File: src/rtl/td4_pkg.sv
// ============================================================================
// Module : td4_pkg
// Brief  : Shared types and constants for the TD4 control unit.
// Rev    : 1.0  initial release
// ============================================================================
`default_nettype none

package td4_pkg;

  typedef enum logic [3:0] {
    OP_ADD_A  = 4'b0000,
    OP_MOV_AB = 4'b0001,
    OP_IN_A   = 4'b0010,
    OP_MOV_A  = 4'b0011,
    OP_MOV_BA = 4'b0100,
    OP_ADD_B  = 4'b0101,
    OP_IN_B   = 4'b0110,
    OP_MOV_B  = 4'b0111,
    OP_OUT_B  = 4'b1001,
    OP_OUT_I  = 4'b1011,
    OP_JNC    = 4'b1110,
    OP_JMP    = 4'b1111
  } opcode_e;

  typedef enum logic [1:0] {
    IDLE  = 2'd0,
    FETCH = 2'd1,
    EXEC  = 2'd2
  } state_e;

  typedef enum logic [1:0] {
    SEL_A    = 2'd0,
    SEL_B    = 2'd1,
    SEL_IN   = 2'd2,
    SEL_ZERO = 2'd3
  } sel_e;

  localparam int LD_A   = 0;
  localparam int LD_B   = 1;
  localparam int LD_OUT = 2;
  localparam int LD_PC  = 3;

endpackage

`default_nettype wire

File: src/rtl/td4_ctrl_if.sv
// ============================================================================
// Module : td4_ctrl_if
// Brief  : Control/datapath bus between the TD4 controller and its datapath.
// Rev    : 1.0  initial release
// ============================================================================
`default_nettype none

interface td4_ctrl_if #(
  parameter int DW = 4
);
  logic [DW+3:0] instr;
  logic          c_alu;
  logic [3:0]    ld;
  logic [1:0]    sel;
  logic [DW-1:0] imm;
  logic          pc_inc;

  modport master (
    input  instr, c_alu,
    output ld, sel, imm, pc_inc
  );

  modport slave (
    output instr, c_alu,
    input  ld, sel, imm, pc_inc
  );
endinterface

`default_nettype wire

File: src/rtl/td4_decode.sv
// ============================================================================
// Module : td4_decode
// Brief  : Combinational instruction decoder (opcode/imm/carry -> controls).
// Rev    : 1.0  initial release
// ============================================================================
`default_nettype none

module td4_decode
  import td4_pkg::*;
#(
  parameter int DW = 4
) (
  input  logic [3:0]    i_op,
  input  logic [DW-1:0] i_imm,
  input  logic          i_carry,
  output logic [3:0]    o_ld,
  output logic [1:0]    o_sel,
  output logic [DW-1:0] o_imm,
  output logic          o_pc_inc
);

  always_comb begin
    o_ld     = '0;
    o_sel    = SEL_A;
    o_imm    = i_imm;
    o_pc_inc = 1'b1;
    case (i_op)
      OP_ADD_A:  o_ld[LD_A] = 1'b1;
      OP_ADD_B:  begin o_sel = SEL_B;    o_ld[LD_B] = 1'b1; end
      OP_MOV_A:  begin o_sel = SEL_ZERO; o_ld[LD_A] = 1'b1; end
      OP_MOV_B:  begin o_sel = SEL_ZERO; o_ld[LD_B] = 1'b1; end
      OP_MOV_AB: begin o_sel = SEL_B;  o_imm = '0; o_ld[LD_A] = 1'b1; end
      OP_MOV_BA: begin o_sel = SEL_A;  o_imm = '0; o_ld[LD_B] = 1'b1; end
      OP_IN_A:   begin o_sel = SEL_IN; o_imm = '0; o_ld[LD_A] = 1'b1; end
      OP_IN_B:   begin o_sel = SEL_IN; o_imm = '0; o_ld[LD_B] = 1'b1; end
      OP_OUT_B:  begin o_sel = SEL_B;  o_imm = '0; o_ld[LD_OUT] = 1'b1; end
      OP_OUT_I:  begin o_sel = SEL_ZERO; o_ld[LD_OUT] = 1'b1; end
      OP_JMP: begin
        o_sel       = SEL_ZERO;
        o_ld[LD_PC] = 1'b1;
        o_pc_inc    = 1'b0;
      end
      // Jump only when no carry; otherwise behaves as a NOP.
      OP_JNC: begin
        if (!i_carry) begin
          o_sel       = SEL_ZERO;
          o_ld[LD_PC] = 1'b1;
          o_pc_inc    = 1'b0;
        end
      end
      default: ;
    endcase
  end

endmodule

`default_nettype wire

File: src/rtl/td4_ctrl.sv
// ============================================================================
// Module : td4_ctrl
// Brief  : TD4 multi-cycle controller: IDLE/FETCH/EXEC FSM, IR and carry flag.
// Rev    : 1.0  initial release
// ============================================================================
`default_nettype none

module td4_ctrl
  import td4_pkg::*;
#(
  parameter int DW = 4
) (
  input  logic              clk,
  input  logic              n_rst,
  input  logic              run,
  input  logic              step,
  output logic              carry,
  output logic              busy,
  td4_ctrl_if.master        bus
);

  state_e        r_state;
  logic [DW+3:0] r_ir;
  logic          r_carry;

  logic [3:0]    w_ld;
  logic [1:0]    w_sel;
  logic [DW-1:0] w_imm;
  logic          w_pc_inc;
  logic          w_exec;

  td4_decode #(.DW(DW)) u_decode (
    .i_op     (r_ir[DW+3:DW]),
    .i_imm    (r_ir[DW-1:0]),
    .i_carry  (r_carry),
    .o_ld     (w_ld),
    .o_sel    (w_sel),
    .o_imm    (w_imm),
    .o_pc_inc (w_pc_inc)
  );

  always_ff @(posedge clk or negedge n_rst) begin
    if (!n_rst) begin
      r_state <= IDLE;
      r_ir    <= '0;
      r_carry <= 1'b0;
    end else begin
      case (r_state)
        IDLE: begin
          if (run || step) r_state <= FETCH;
        end
        FETCH: begin
          r_ir    <= bus.instr;
          r_state <= EXEC;
        end
        EXEC: begin
          r_carry <= bus.c_alu;
          r_state <= run ? FETCH : IDLE;
        end
        default: r_state <= IDLE;
      endcase
    end
  end

  // State resets asynchronously, so the gating drops all enables at once.
  assign w_exec     = (r_state == EXEC);
  assign bus.ld     = w_exec ? w_ld     : '0;
  assign bus.sel    = w_exec ? w_sel    : '0;
  assign bus.imm    = w_exec ? w_imm    : '0;
  assign bus.pc_inc = w_exec ? w_pc_inc : 1'b0;
  assign carry      = r_carry;
  assign busy       = (r_state != IDLE);

endmodule

`default_nettype wire

File: src/flat_wrapper.sv
// flat-port wrapper written by rule: the top's interface ports become plain ports
module td4_ctrl_flat import td4_pkg::*;
#(
  parameter int DW = 4
)
  (clk, n_rst, run, step, carry, busy, bus_instr, bus_c_alu, bus_ld, bus_sel, bus_imm, bus_pc_inc);
  td4_ctrl_if #(.DW(DW)) bus_i ();
  input  logic clk;
  input  logic n_rst;
  input  logic run;
  input  logic step;
  output logic carry;
  output logic busy;
  input wire logic [$bits(bus_i.instr)-1:0] bus_instr;
  input wire logic [$bits(bus_i.c_alu)-1:0] bus_c_alu;
  output wire logic [$bits(bus_i.ld)-1:0] bus_ld;
  output wire logic [$bits(bus_i.sel)-1:0] bus_sel;
  output wire logic [$bits(bus_i.imm)-1:0] bus_imm;
  output wire logic [$bits(bus_i.pc_inc)-1:0] bus_pc_inc;
  assign bus_i.instr = bus_instr;
  assign bus_i.c_alu = bus_c_alu;
  assign bus_ld = bus_i.ld;
  assign bus_sel = bus_i.sel;
  assign bus_imm = bus_i.imm;
  assign bus_pc_inc = bus_i.pc_inc;
  td4_ctrl #(.DW(DW)) u_core (.clk(clk), .n_rst(n_rst), .run(run), .step(step), .carry(carry), .busy(busy), .bus(bus_i));
endmodule
File: config.mk
export PLATFORM = sky130hd
export DESIGN_NAME = td4_ctrl_flat
export DESIGN_NICKNAME = d
export VERILOG_FILES = /design/src/rtl/td4_pkg.sv /design/src/rtl/td4_ctrl_if.sv /design/src/rtl/td4_decode.sv /design/src/rtl/td4_ctrl.sv /design/src/flat_wrapper.sv
export SDC_FILE = /design/constraint.sdc
export NUM_CORES = 1
export LEC_CHECK = 0
export ABC_AREA = 1
export ABC_CLOCK_PERIOD_IN_PS = 2630
export CORE_MARGIN = 2
export CORE_UTILIZATION = 43
export DETAILED_ROUTE_END_ITERATION = 6
export PLACE_DENSITY = 0.82
export SLEW_MARGIN = 0
export SYNTH_ARGS = -nofsm -noshare
export SYNTH_HDL_FRONTEND = slang
export SYNTH_SLANG_ARGS = --single-unit
File: constraint.sdc
create_clock -name clk -period 2.63 [get_ports clk]
set_input_delay 0.3945 -clock clk [delete_from_list [all_inputs] [get_ports clk]]
set_output_delay 0.3945 -clock clk [all_outputs]
set_load 0.05 [all_outputs]
==> results of run 1 <==
critical path, stage by stage (launching register included):
cell,delay [ns]
dfrtp_1,0.43
inv_2,0.08
nand2_2,0.10
inv_2,0.13
nand2_1,0.06
nor2_1,0.13
clkdlybuf4s50_1,0.82
cells by family after synthesis:
family | after synthesis | synth area share, %
buffers and inverters | 12 | 10.7
AOI/OAI and AO/OA | 7 | 8.37
and+or+nand+nor | 50 | 34.9
DFF | 11 | 46.0
area by class of cell:
cell class / count / area (µm²)
inverters: 11 / 43.8
well taps: 15 / 18.8
multi-input cells: 57 / 259
flip-flops and latches: 11 / 275
fillers: 124 / 428
clock buffers: 4 / 26.3
repair buffers: 25 / 250
cells in the final DEF, fill, tap and decap left out, drive strengths merged:
| cell type | netlist | routed |
|---|---|---|
| inv | 11 | 11 |
| nor4 | 1 | 1 |
| o21ai | 5 | 5 |
| nand2 | 36 | 36 |
| dfrtp | 11 | 11 |
| nand3 | 3 | 3 |
| clkdlybuf4s50 | 0 | 25 |
| nor2 | 8 | 8 |
| clkbuf | 0 | 4 |
| a21oi | 2 | 2 |
| nor3 | 2 | 2 |
power groups by stage:
stage	Combinational [µW]	Sequential, µW	Clock (µW)
2_1_floorplan	303	309	0
3_3_place_gp	431	288	0
3_5_place_dp	437	291	0
4_1_cts	438	289	120
5_1_grt	479	295	130
6_report	434	289	114
state kept, by name, summed over array words and instances (netlist names):
register and count:
u_core.r_ir 8, u_core.r_state 2, u_core.carry 1
worst min path at each step:
stage,endpoint,slack [ns],cells after the start
6_report,u_core.r_ir[3]$_DFFE_PN0N_,0.45,1
5_1_grt,u_core.r_ir[2]$_DFFE_PN0N_,0.48,1
4_1_cts,u_core.r_ir[2]$_DFFE_PN0N_,0.46,1
3_5_place_dp,u_core.r_ir[0]$_DFFE_PN0N_,0.47,2
3_3_place_gp,u_core.r_ir[2]$_DFFE_PN0N_,0.46,2
2_1_floorplan,u_core.carry$_DFFE_PN0N_,0.1,0
through the flow:
| step | hold slack (ns) | power (µW) |
|---|---|---|
| finish | 0.452 | 837 |
| CTS | 0.464 | 846 |
| detailed placement | 0.467 | 728 |
| global placement | 0.464 | 719 |
| global route | 0.479 | 905 |
| floorplan | 0.0989 | 612 |
metal layers:
layer,up-vias,share of wire [%],track usage (%)
li1,302,-,-
met1,242,43,19.9
met2,20,51,31.3
met3,2,6.0,3.19
met4,0,0.50,9.68
met5,-,0,0
==> impl_metrics.py, run 1 <==
metrics = {
    "run_status": {
        "outcome": "finished clean",
    },
    "setup_path": {
        "cp-startpoint": "u_core.r_state[0]$_DFFE_PN0P_",
        "r2r_end": "u_core.carry$_DFFE_PN0N_",
        "required_ns": 2.24,
        "r2r_cells": 5,
        "critical_path_class": "reg2out",
        "r2r_slack_ns": 1.71,
        "crit_end": "bus_imm[2]",
        "start_kind": "register",
        "worst-path-max-fanout": 7,
        "r2r-start": "u_core.r_state[0]$_DFFE_PN0P_",
        "end_kind": "output port",
        "cp.arrival_ns": 2.01,
    },
    "die": {
        "io_pins": 26,
        "start_util_pct": 46.0,
        "rows": 13,
        "dieHeight_um": 41.3,
        "die_area_um2": 1710,
        "die_w_um": 41.3,
        "core_um2": 1300,
    },
    "timing": {
        "finalWorstSetupSlack_ns": 0.227,
        "slew_viol_final": 0,
        "hold_viol_final": 0,
        "clock.fmax_mhz": 416,
        "tightest_slew_ns": 0.501,
        "setup_tns_ns": 0,
        "rsz0062_at_grt": "no",
        "finalCritPeriodShare_pct": 91.4,
        "setup_viol": 0,
        "relSlewSlack_pct": 66.5,
        "min_period_ns": 2.40,
        "fin_worst_skew_ns": 0.00238,
    },
    "logic_synthesis": {
        "async_reset_ff_share_pct": 100,
        "synthTopCellsByCount": "33 x nand2_1, 11 x dfrtp_1, 8 x nor2_1",
        "yosysTopAreaCell": "dfrtp_1",
        "synth_nets": 93,
        "synth-seq-cells": 11,
        "ys_top_cells_by_area": "dfrtp_1 46%, nand2_1 21%, o21ai_2 5.9%, nor2_1 5.0%, inv_1 4.4%",
        "synth_warnings": 0,
        "yosysUniqueCellTypes": 15,
        "yosysTopAreaCellShare_pct": 46.0,
        "synth.most_common_cell": "nand2_1",
        "syn_avg_cell_area_um2": 7.48,
        "synth-edff-count": 0,
        "synthFlopType": "dfrtp_1",
        "synthCells": 80,
        "ys_seq_area_share_pct": 46.0,
        "syn-cell-area_um2": 598,
    },
    "run": {
        "maxCapViolCount": 0,
    },
    "grt": {
        "grt_pass1_vias": 501,
        "grt_first_pass_wirelength_um": 1950,
        "grt_usage_pct": 17.7,
        "grt_max_degree": 14,
        "antenna_found_initial": 0,
        "overflow": 0,
    },
    "cts": {
        "htreeDepth": 1,
        "cts_max_path_buffers": 2,
        "cts_setup_buffers": 0,
        "ctsResizeCount": 0,
        "cts_buffers": 3,
        "cts.reportedPaths.clkPinSlew_ns": 0.07,
        "clock_sinks": 11,
        "clkLatencyLatePin_ns": 0.26,
        "cts_tree": "built",
        "cts_root_buffer": "clkbuf_4",
        "cts.hold.buffers_added": 0,
    },
    "power": {
        "swShare_pct": 47.1,
        "p_per_area_nw_per_um2": 958,
        "p_comb_share_pct": 51.8,
        "ir_drop_uv": 486,
        "power_switching_uw": 395,
        "p_leak_uw": 0.000435,
        "clkPwrFrac_pct": 13.6,
        "power_frac_seq_pct": 34.6,
        "power.internal_uw": 442,
    },
    "placement": {
        "placed_cell_area_um2": 847,
        "gp_congestion": 0.728,
        "dp_hpwl_um": 954,
        "place_ws_ns": 0.508,
        "dpl.cell_count": 119,
        "port_buffers": 25,
    },
    "detailed_routing": {
        "ant_nets": 0,
        "firstDrtPassIters": 3,
        "num_vias": 566,
        "drc": 0,
        "vias_per_cell": 4.60,
        "wl_um": 1190,
        "initialDrtViolationCount": 5,
        "wl_per_cell_um": 9.68,
    },
    "cells_and_area": {
        "final_cell_area_um2": 873,
        "fin_nets": 122,
        "utilization_pct": 67.1,
        "syn_to_final_growth_pct": 46.0,
        "antenna_cells": 0,
        "final_cells": 123,
        "layout-drive-gt1-share_pct": 13.0,
    },
    "hold_path": {
        "worstHoldPathType": "in2async",
    },
}
No activity file was read; power rests on OpenSTA's default activity.
==> run 2, diff against run 1 <==
ABC_CLOCK_PERIOD_IN_PS = 2400   (was 2630)
CORE_ASPECT_RATIO = 1.1   (was default)
CORE_UTILIZATION = 30   (was 43)
DONT_BUFFER_PORTS = 1   (was default)
PLACE_DENSITY = default   (was 0.82)
clock period = 2.4 ns   (was 2.63 ns; I/O delays follow)
==> run 2 against run 1 <==
Against the previous run: setup slack better by 0.23 ns; routed wire length up 7.6%; count of clock-buffer cells in the layout unchanged; sequential power up 21%; register-to-register slack worse by 0.28 ns; die area up 39%; cell area down 17%; clock power up 9.6%; hold slack worse by 0.25 ns; via count down 9.4%; global-route usage down 5.5 points; critical path type unchanged.
==> impl_metrics.py, run 2 (synthesis gave the netlist of run 1 again) <==
metrics = {
    "run_status": {
        "outcome": "finished clean",
    },
    "detailed_routing": {
        "wl_met3_um": 96,
        "highest_layer": "met3",
        "vias_per_cell": 4.28,
        "initialDrtViolationCount": 8,
        "drc": 0,
        "wl_met1_um": 574,
        "num_vias": 513,
        "firstDrtPassIters": 3,
        "wl_met2_um": 612,
        "ant_nets": 0,
        "wl_per_cell_um": 10.7,
        "wl_um": 1280,
    },
    "timing": {
        "setup_tns_ns": 0,
        "clock.fmax_mhz": 514,
        "hold_viol_final": 0,
        "relSlewSlack_pct": 65.9,
        "fin_worst_skew_ns": 0.00306,
        "rsz0062_at_grt": "no",
        "tightest_slew_ns": 0.510,
        "min_period_ns": 1.94,
        "finalCritPeriodShare_pct": 81.0,
        "slew_viol_final": 0,
        "setup_viol": 0,
        "whs_ns": 0.197,
    },
    "hold_path": {
        "worstHoldPathType": "in2reg",
        "worstHoldStart": "bus_instr[4]",
        "whs_path_depth": 2,
    },
    "power": {
        "ir_drop_uv": 485,
        "p_leak_uw": 0.000395,
        "p_per_area_nw_per_um2": 1200,
    },
    "cells_and_area": {
        "syn_to_final_growth_pct": 20.7,
        "top_register": "u_core.r_ir",
        "largest_register_ff_count": 8,
        "layout_common_cells": "33 x nand2_1, 11 x dfrtp_1, 9 x buf_4, 8 x nor2_1, 7 x inv_1",
        "layout-drive-gt1-share_pct": 25.8,
        "fin_nets": 107,
        "final_common_cell": "nand2_1",
        "antenna_cells": 0,
        "final_cell_area_um2": 722,
    },
    "grt": {
        "overflow": 0,
        "grt_max_degree": 14,
        "grt_pass1_vias": 477,
        "grt_first_pass_wirelength_um": 2010,
        "antenna_found_initial": 0,
        "grt_usage_pct": 12.2,
    },
    "die": {
        "core_um2": 1820,
        "die_area_um2": 2370,
        "rows": 16,
        "dieHeight_um": 50.8,
        "start_util_pct": 32.8,
        "die_w_um": 46.6,
        "io_pins": 26,
    },
    "placement": {
        "port_buffers": 0,
        "gp_congestion": 0.730,
        "placed_cell_area_um2": 686,
        "dp_hpwl_um": 970,
    },
    "setup_path": {
        "start_kind": "register",
        "cp-startpoint": "u_core.carry$_DFFE_PN0N_",
        "end_kind": "output port",
        "r2r-start": "u_core.r_state[0]$_DFFE_PN0P_",
        "worst-path-max-fanout": 4,
        "critical_path_class": "reg2out",
        "r2r_cells": 5,
        "cp.arrival_ns": 1.58,
        "required_ns": 2.04,
    },
    "cts": {
        "clkLatencyLatePin_ns": 0.27,
        "cts_buffers": 3,
        "cts_max_path_buffers": 2,
        "htreeDepth": 1,
        "cts_tree": "built",
        "cts_root_buffer": "clkbuf_4",
        "clock_sinks": 11,
        "cts.reportedPaths.clkPinSlew_ns": 0.07,
    },
    "run": {
        "maxCapViolCount": 0,
    },
}
==> run 2: changes by cell type in the layout (fill, tap and decap cells not counted), sizes merged <==
cell | before | now
dlygate4sd3 | 0 | 1
clkdlybuf4s50 | 25 | 0
buf | 0 | 9
==> run 2: area by class of cell <==
type	count	area (µm²)
clock buffer	4	26.3
fill	212	1100
inverter	11	43.8
multi-input combinational	57	265
sequential	11	275
tap	27	33.8
timing repair buffer	10	77.6
==> run 2: metal layers <==
metal | vias up | track usage, %
li1 | 268 | -
met1 | 227 | 14.1
met2 | 18 | 19.2
met3 | 0 | 6.71
met4 | 0 | 2.86
met5 | - | 0
==> run 2: what timing repair did <==
item / in CTS / in global routing
endpoints found under the setup margin: 0 / 0
buffers inserted: 0 / 0
resized for setup: 0 / 0
hold buffers: 1 / 0
endpoints found under the hold margin: 11 / 0
==> run 2: final timing paths <==
check | to | slack [ns]
setup / recovery | bus_sel[1] | 0.46
hold / removal | u_core.r_ir[4]$_DFFE_PN0N_ | 0.20
setup reg to reg | u_core.carry$_DFFE_PN0N_ | 1.43
hold reg to reg | u_core.r_ir[2]$_DFFE_PN0N_ | 0.48
max in group asynchronous | u_core.r_ir[2]$_DFFE_PN0N_ | 1.56
min in group asynchronous | u_core.r_ir[4]$_DFFE_PN0N_ | 0.50
==> run 2: through the flow <==
| step | total power [µW] | instances | worst slack, ns | util [%] |
|---|---|---|---|---|
| after detailed placement | 744 | 115 | 0.747 | 37.6 |
| after global placement | 735 | 115 | 0.783 | 37.6 |
| after CTS | 878 | 120 | 0.443 | 39.6 |
| final | 870 | 120 | 0.456 | 39.6 |
| after global routing | 932 | 120 | 0.372 | 39.6 |
| after floorplan | 670 | 80 | 0.0197 | - |
==> run 2: worst max-delay path, stage by stage (launching register included) <==
cell and delay [ns]:
dfrtp_1 0.57, nor2_1 0.19, nand2_1 0.11, nand3_1 0.08, nand2_1 0.05, inv_1 0.32
==> run 2: where the power goes <==
group | switching, µW | internal, µW
Sequential | 92.9 | 256
Combinational | 285 | 110
Clock | 61.1 | 64.3
==> run 3, diff against run 2 <==
ABC_CLOCK_PERIOD_IN_PS = 1800   (was 2400)
clock period = 1.8 ns   (was 2.4 ns; I/O delays follow)
==> run 3 against run 2 <==
Against the previous run: routed wire length shrank 8.2%; clock power up 30%; sequential cell count unchanged; die area did not move; sequential power increased by 21%; sequential share of layout area is 2.1 points lower; largest power group unchanged.
==> impl_metrics.py, run 3 (synthesis gave the netlist of run 1 again) <==
metrics = {
    "run_status": {
        "outcome": "finished clean",
    },
    "cts": {
        "cts_setup_buffers": 0,
        "cts_max_path_buffers": 2,
        "htreeDepth": 1,
        "cts_tree": "built",
        "cts_root_buffer": "clkbuf_4",
        "clkLatencyLatePin_ns": 0.26,
        "cts.reportedPaths.clkPinSlew_ns": 0.06,
        "cts_buffers": 3,
        "clock_sinks": 11,
    },
    "timing": {
        "hold_viol_final": 0,
        "fin_worst_skew_ns": 0.00180,
        "min_period_ns": 1.66,
        "finalWorstSetupSlack_ns": 0.137,
        "tightest_slew_ns": 0.470,
        "slew_viol_final": 0,
        "relSlewSlack_pct": 68.5,
        "clock.fmax_mhz": 601,
        "rsz0062_at_grt": "no",
        "finalCritPeriodShare_pct": 92.4,
        "whs_ns": 0.117,
        "setup_viol": 0,
    },
    "detailed_routing": {
        "initialDrtViolationCount": 7,
        "wl_um": 1180,
        "wl_per_cell_um": 9.57,
        "num_vias": 516,
        "ant_nets": 0,
        "vias_per_cell": 4.20,
        "firstDrtPassIters": 2,
        "drc": 0,
    },
    "placement": {
        "dpl.cell_count": 118,
        "gp_congestion": 0.739,
        "placed_cell_area_um2": 718,
        "port_buffers": 0,
        "dp_hpwl_um": 950,
        "place_ws_ns": 0.362,
    },
    "cells_and_area": {
        "layout-drive-gt1-share_pct": 31.3,
        "final_cell_area_um2": 764,
        "largest_register_ff_count": 8,
        "final_common_cell": "nand2_1",
        "utilization_pct": 42.0,
        "top_register": "u_core.r_ir",
        "final_cells": 123,
        "fin_nets": 110,
        "layout_common_cells": "33 x nand2_1, 11 x buf_4, 11 x dfrtp_1, 8 x nor2_1, 7 x inv_1",
        "syn_to_final_growth_pct": 27.8,
        "antenna_cells": 0,
    },
    "setup_path": {
        "critical_path_class": "reg2out",
        "cp.arrival_ns": 1.39,
        "start_kind": "register",
        "worst-path-max-fanout": 7,
        "end_kind": "output port",
        "required_ns": 1.53,
    },
    "grt": {
        "overflow": 0,
        "grt_pass1_vias": 524,
        "grt_first_pass_wirelength_um": 2000,
        "grt_max_degree": 14,
        "antenna_found_initial": 0,
        "grt_usage_pct": 12.0,
    },
    "power": {
        "ir_drop_uv": 742,
        "p_per_area_nw_per_um2": 1560,
        "p_leak_uw": 0.000416,
    },
    "die": {
        "start_util_pct": 32.8,
        "core_um2": 1820,
        "die_w_um": 46.6,
        "die_area_um2": 2370,
        "rows": 16,
        "dieHeight_um": 50.8,
        "io_pins": 26,
    },
    "run": {
        "maxCapViolCount": 0,
    },
    "hold_path": {
        "worstHoldPathType": "in2reg",
    },
}
-- run 3: metal layers --
layer / GRT usage [%] / wire, µm
met1: 12.5 / 463
met2: 20.6 / 617
met3: 3.18 / 86
met4: 7.14 / 10
met5: 0 / 0
-- run 3: worst max-delay path, cell delays in order, from the launching register on --
cell	delay, ns
dfrtp_1	0.43
inv_2	0.08
nand2_2	0.13
inv_4	0.12
nand2_1	0.05
nor2_1	0.11
buf_4	0.21
-- run 3: worst paths after layout --
| check | startpoint | end | slack, ns | depth (start not counted) |
|---|---|---|---|---|
| setup reg to reg | u_core.r_state[0]$_DFFE_PN0P_ | u_core.carry$_DFFE_PN0N_ | 0.86 | 5 |
| hold / removal | bus_instr[2] | u_core.r_ir[2]$_DFFE_PN0N_ | 0.12 | 2 |
| min in group asynchronous | n_rst | u_core.r_state[1]$_DFFE_PN0P_ | 0.39 | 1 |
| setup / recovery | u_core.r_state[0]$_DFFE_PN0P_ | bus_imm[1] | 0.14 | 6 |
| hold reg to reg | u_core.r_ir[2]$_DFFE_PN0N_ | u_core.r_ir[2]$_DFFE_PN0N_ | 0.49 | 2 |
| max in group asynchronous | n_rst | u_core.r_ir[3]$_DFFE_PN0N_ | 1.08 | 1 |
-- run 3: timing repair --
item                                    in CTS  in global routing
gates resized for setup                      0                  3
endpoints found under the hold margin       11                  0
endpoints found under the setup margin       0                  4
hold buffers                                 1                  0
-- run 3: where the power goes --
part	switching (µW)	leakage [µW]	internal [µW]
registers	81.4	0.000136	342
clock network	75.8	0.0000150	85.7
logic	430	0.000265	181
-- run 3: area by class of cell --
type | instances | area, µm²
Clock buffer | 4 | 26.3
Fill cell | 204 | 1060
Inverter | 11 | 46.3
Multi-Input combinational cell | 57 | 279
Sequential cell | 11 | 275
Tap cell | 27 | 33.8
Timing Repair Buffer | 13 | 104
-- run 3: through the flow --
step	power [µW]	TNS, ns
floorplan	900	-0.272
global placement	1010	0
detailed placement	1030	0
CTS	1200	0
global route	1290	0
finish	1200	0
